### src/rtl/hex_word_assembler.sv
// Assembles ASCII hex digits into a right-aligned word. CR or LF ends a line; a bad
// character or too many digits poisons the line until its terminator arrives.
module hex_word_assembler #(
    parameter int DIGITS = 8
) (
    input  logic                  clk,
    input  logic                  rst,
    input  logic [7:0]            rx_data,
    input  logic                  rx_valid,
    output logic                  rx_ready,
    output logic [4*DIGITS-1:0]   word,
    output logic                  word_valid,
    input  logic                  word_ready,
    output logic [3:0]            digit_count,
    output logic                  err
);

    typedef enum logic [1:0] {IDLE, ACCUM, HOLD, ERR} state_t;

    localparam logic [3:0] MAX_CNT = 4'(DIGITS);

    state_t                state_q;
    logic [4*DIGITS-1:0]   acc_q;
    logic [4*DIGITS-1:0]   word_q;
    logic [3:0]            cnt_q;
    logic                  word_valid_q;
    logic                  err_q;

    logic                  isHex;
    logic                  isTerm;
    logic [3:0]            nibble;

    // Letters map through their low nibble: 'A'/'a' have low nibble 1, so add 9 to get 0xA.
    always_comb begin
        isHex  = 1'b0;
        nibble = 4'h0;
        if (rx_data >= 8'h30 && rx_data <= 8'h39) begin
            isHex  = 1'b1;
            nibble = rx_data[3:0];
        end else if ((rx_data >= 8'h41 && rx_data <= 8'h46) ||
                     (rx_data >= 8'h61 && rx_data <= 8'h66)) begin
            isHex  = 1'b1;
            nibble = rx_data[3:0] + 4'd9;
        end
    end

    assign isTerm = (rx_data == 8'h0D) || (rx_data == 8'h0A);

    always_ff @(posedge clk or posedge rst) begin
        if (rst) begin
            state_q      <= IDLE;
            acc_q        <= '0;
            word_q       <= '0;
            cnt_q        <= 4'd0;
            word_valid_q <= 1'b0;
            err_q        <= 1'b0;
        end else begin
            case (state_q)
                IDLE, ACCUM: begin
                    if (rx_valid) begin
                        if (isTerm) begin
                            // A terminator on an empty line is a CR/LF pair or blank line.
                            if (state_q == ACCUM) begin
                                word_q       <= acc_q;
                                word_valid_q <= 1'b1;
                                state_q      <= HOLD;
                            end
                        end else if (isHex && cnt_q != MAX_CNT) begin
                            acc_q   <= {acc_q[4*DIGITS-5:0], nibble};
                            cnt_q   <= cnt_q + 4'd1;
                            state_q <= ACCUM;
                        end else begin
                            err_q   <= 1'b1;
                            state_q <= ERR;
                        end
                    end
                end
                ERR: begin
                    if (rx_valid && isTerm) begin
                        acc_q   <= '0;
                        cnt_q   <= 4'd0;
                        err_q   <= 1'b0;
                        state_q <= IDLE;
                    end
                end
                HOLD: begin
                    if (word_ready) begin
                        acc_q        <= '0;
                        cnt_q        <= 4'd0;
                        word_valid_q <= 1'b0;
                        state_q      <= IDLE;
                    end
                end
                default: state_q <= IDLE;
            endcase
        end
    end

    assign rx_ready    = (state_q != HOLD);
    assign word        = word_q;
    assign word_valid  = word_valid_q;
    assign digit_count = cnt_q;
    assign err         = err_q;

endmodule

### config.mk
export PLATFORM = sky130hd
export DESIGN_NAME = hex_word_assembler
export DESIGN_NICKNAME = d
export VERILOG_FILES = /design/src/rtl/hex_word_assembler.sv
export SDC_FILE = /design/constraint.sdc
export NUM_CORES = 1
export LEC_CHECK = 0
export CORE_ASPECT_RATIO = 1.75
export CORE_MARGIN = 10
export CORE_UTILIZATION = 35
export DETAILED_ROUTE_END_ITERATION = 8
export DONT_BUFFER_PORTS = 1
export GPL_TIMING_DRIVEN = 0
export PLACE_DENSITY = 0.46
export SYNTH_ARGS = -nofsm -noshare
export SYNTH_HDL_FRONTEND = slang
export SYNTH_SLANG_ARGS = --single-unit
### constraint.sdc
create_clock -name clk -period 5.9 [get_ports clk]
set_clock_uncertainty 0.05 [all_clocks]
set_input_delay 0.885 -clock clk [delete_from_list [all_inputs] [get_ports clk]]
set_output_delay 0.885 -clock clk [all_outputs]
set_load 0.01 [all_outputs]
==> flow_summary_export.csv <==
group,metric,value,unit
sta,period_share,41.6,%
setup_path,cp.required,6.07,ns
placement,portBuffers,0,
grt,top_usage_layer,"met2",
grt,grt_max_degree,64,
logic_synthesis,syn_nets,345,
logic_synthesis,synthArstFlopShare,100,%
route,wire_per_inst,17.5,um
logic_synthesis,synthTopCellsByCount,"dfrtp_1 (72), o21ai_0 (51), inv_1 (40)",
flow_run,maxCapViolations,0,
route,firstDrtPassIters,4,
route,drc,0,
logic_synthesis,yosysTopAreaCellShare,53.2,%
grt,grt_pass1_vias,2462,
logic_synthesis,ys_ff_latch,72,
min_path,hold_path.class,"in2async",
sta,grt_setup_unrepaired,"no",
setup_path,start_kind,"input pin",
logic_synthesis,synthFlopType,"dfrtp_1",
floorplanning,die_h,150,um
power_and_ir_drop,seqPwrFrac,35.3,%
power_and_ir_drop,switchingPower,651,uW
logic_synthesis,syn_inst,323,
clocking,hold_buffers,0,
floorplanning,io_pins,51,
setup_path,reg2reg_from,"state_q[1]",
sta,fin_crit,2.45,ns
clocking,cts_buffers,9,
setup_path,arrival,2.62,ns
logic_synthesis,synth_area_per_cell,10.5,sq um
clocking,cts_tree,"done",
setup_path,reg2reg_to,"acc_q[19]",
sta,finalSetupTns,0,ns
finish,diodes,0,
clocking,cts.path.max_buffers,2,
logic_synthesis,synth_edf_count,0,
setup_path,r2r_setup_slack,3.67,ns
logic_synthesis,synth_area_leaders,"dfrtp_1 (53%), mux2i_1 (8.9%), o21ai_0 (7.5%)",
floorplanning,fp-row-count,47,
clocking,htree_levels,3,
finish,drive_gt1_share,9.71,%
sta,slew_headroom,61.1,%
floorplanning,initial_utilization,35.8,%
power_and_ir_drop,comb_power_share,34.7,%
logic_synthesis,synth_cell_type_count,44,
logic_synthesis,ys_seq_area_share,53.2,%
placement,placedCellCount,446,
grt,met3_usage,5.03,%
power_and_ir_drop,peakVddDrop,272,uV
setup_path,crit_type,"in2reg",
sta,setup_ws,3.45,ns
clocking,cts_sinks,72,
grt,grtUsageMet1,13.0,%
sta,fmax,0.407,GHz
power_and_ir_drop,leakage,0.00170,uW
clocking,root_buffer,"clkbuf_16",
placement,dp_hpwl,5.94,mm
finish,fin_nets,357,
placement,post-place-ws,3.05,ns
route,drt_wl_total,8.09,mm
logic_synthesis,yosysTopAreaCell,"dfrtp_1",
clocking,post_cts_buffers,0,
logic_synthesis,yosysWarnings,0,
setup_path,path_max_fanout,10,
run_status,status,"finished, final reports clean",
route,vias_per_cell,5.02,
placement,globalplace.congestion,0.749,
floorplanning,die_w,94.4,um
finish,fin_cells,462,
sta,final_max_slew_viol_count,0,
grt,grt_pass1_wl,13.3,mm
setup_path,worstSetupEndpointType,"flip-flop",
clocking,cts_resized,0,
grt,grtUsageTotal,12.2,%
power_and_ir_drop,p_int,1160,uW
power_and_ir_drop,p_per_area,467,nW/um^2
finish,syn_to_final_growth,14.2,%
grt,overflow,0,
power_and_ir_drop,swShare,36.0,%
route,drtAntennaViolNets,0,
power_and_ir_drop,clkPwrFrac,30.0,%
route,num_vias,2317,
clocking,clk_latency,0.34,ns
logic_synthesis,yosysMostFrequentCell,"dfrtp_1",
finish,fin_util,40.9,%
logic_synthesis,synthesis.area,3390,sq um
floorplanning,design.core.area,9470,sq um
grt,antenna_found_initial,0,
sta,setup_viol,0,
sta,tightest_slew,0.584,ns
route,drtIter0Drc,80,
floorplanning,die_area,14200,sq um
sta,fin_hold_ws,0.267,ns
sta,final_hold_viol_count,0,
setup_path,cp-endpoint,"word[0]",
clocking,path_clk_slew,0.06,ns
grt,met2_usage,20.3,%
setup_path,startpoint,"rx_data[0]",
finish,fillCellCount,933,
setup_path,rr_worst_depth,9,
-- layout by cell type, fill, tap and decap left out, types with 2 or more instances in the layout --
| master | instances |
|---|---|
| nand3_1 | 5 |
| nand2_1 | 31 |
| o2bb2ai_1 | 2 |
| clkbuf_1 | 11 |
| inv_1 | 39 |
| clkbuf_16 | 9 |
| nor3_1 | 2 |
| a21oi_1 | 3 |
| mux2i_1 | 30 |
| a31oi_1 | 2 |
| ha_1 | 10 |
| a21oi_2 | 2 |
| buf_12 | 3 |
| dfrtp_1 | 72 |
| o211ai_1 | 2 |
| o21ai_1 | 10 |
| clkinvlp_4 | 5 |
| nor2_1 | 12 |
| mux2_1 | 8 |
| o21ai_0 | 51 |
| or2_2 | 2 |
-- worst min path at each step --
stage / from / endpoint / slack [ns]
finish: rst / word[25] / 0.27
global placement: acc_q[0] / acc_q[0] / 0.44
floorplan: acc_q[2] / word[2] / 0.42
detailed placement: acc_q[0] / acc_q[0] / 0.45
CTS: rst / word[26] / 0.26
global route: rst / word[26] / 0.26
-- cell families after synthesis --
kind of cell	Yosys count	synth area share, %
AND/OR/NAND/NOR	62	9.01
buffers and inverters	57	8.01
adder cells (fa/ha/maj)	10	3.69
XOR/XNOR	1	0.259
flip-flops	72	53.2
multiplexers	40	12.3
AO/OA/AOI/OAI	81	13.6
-- state kept, by name, indices dropped and copies added (netlist names) --
signal       cells
acc_q           32
err              1
word            32
state_q          2
word_valid       1
digit_count      4
-- critical path: stages --
cell and delay (ns):
inv_1 0.05, ha_1 0.20, mux2_4 0.29, nand3_1 0.13, nor2_1 0.10, nand2_1 0.27
buf_2 0.33, mux2_1 0.35
-- power by group through the flow --
stage	Combinational [uW]	Sequential (uW)	Clock [uW]
floorplan	500	626	0
global placement	629	649	0
detailed placement	637	650	0
CTS	641	642	556
global route	700	653	576
finish	627	639	542
-- stage by stage --
stage               instance area, sq um  total power, uW
global placement                    3540             1280
finish                              3870             1810
CTS                                 3870             1840
detailed placement                  3570             1290
global route                        3870             1930
floorplan                           3390             1130
-- final cells by class --
cell class	count	area, sq um	share of cell area [%]
Inverter	41	156	4.04
Clock buffer	9	225	5.82
Buffer	16	118	3.04
Clock inverter	7	72.6	1.88
Multi-Input combinational cell	194	1320	34.0
Sequential cell	72	1800	46.6
Timing Repair Buffer	1	27.5	0.712
Tap cell	122	153	3.95
-- metal layers --
| layer | vias up | wire length (um) |
|---|---|---|
| li1 | 1115 | - |
| met1 | 1138 | 3180 |
| met2 | 55 | 4140 |
| met5 | - | 0 |
| met3 | 9 | 590 |
| met4 | 0 | 182 |
Note: power is estimated with default switching activity, not from simulation.
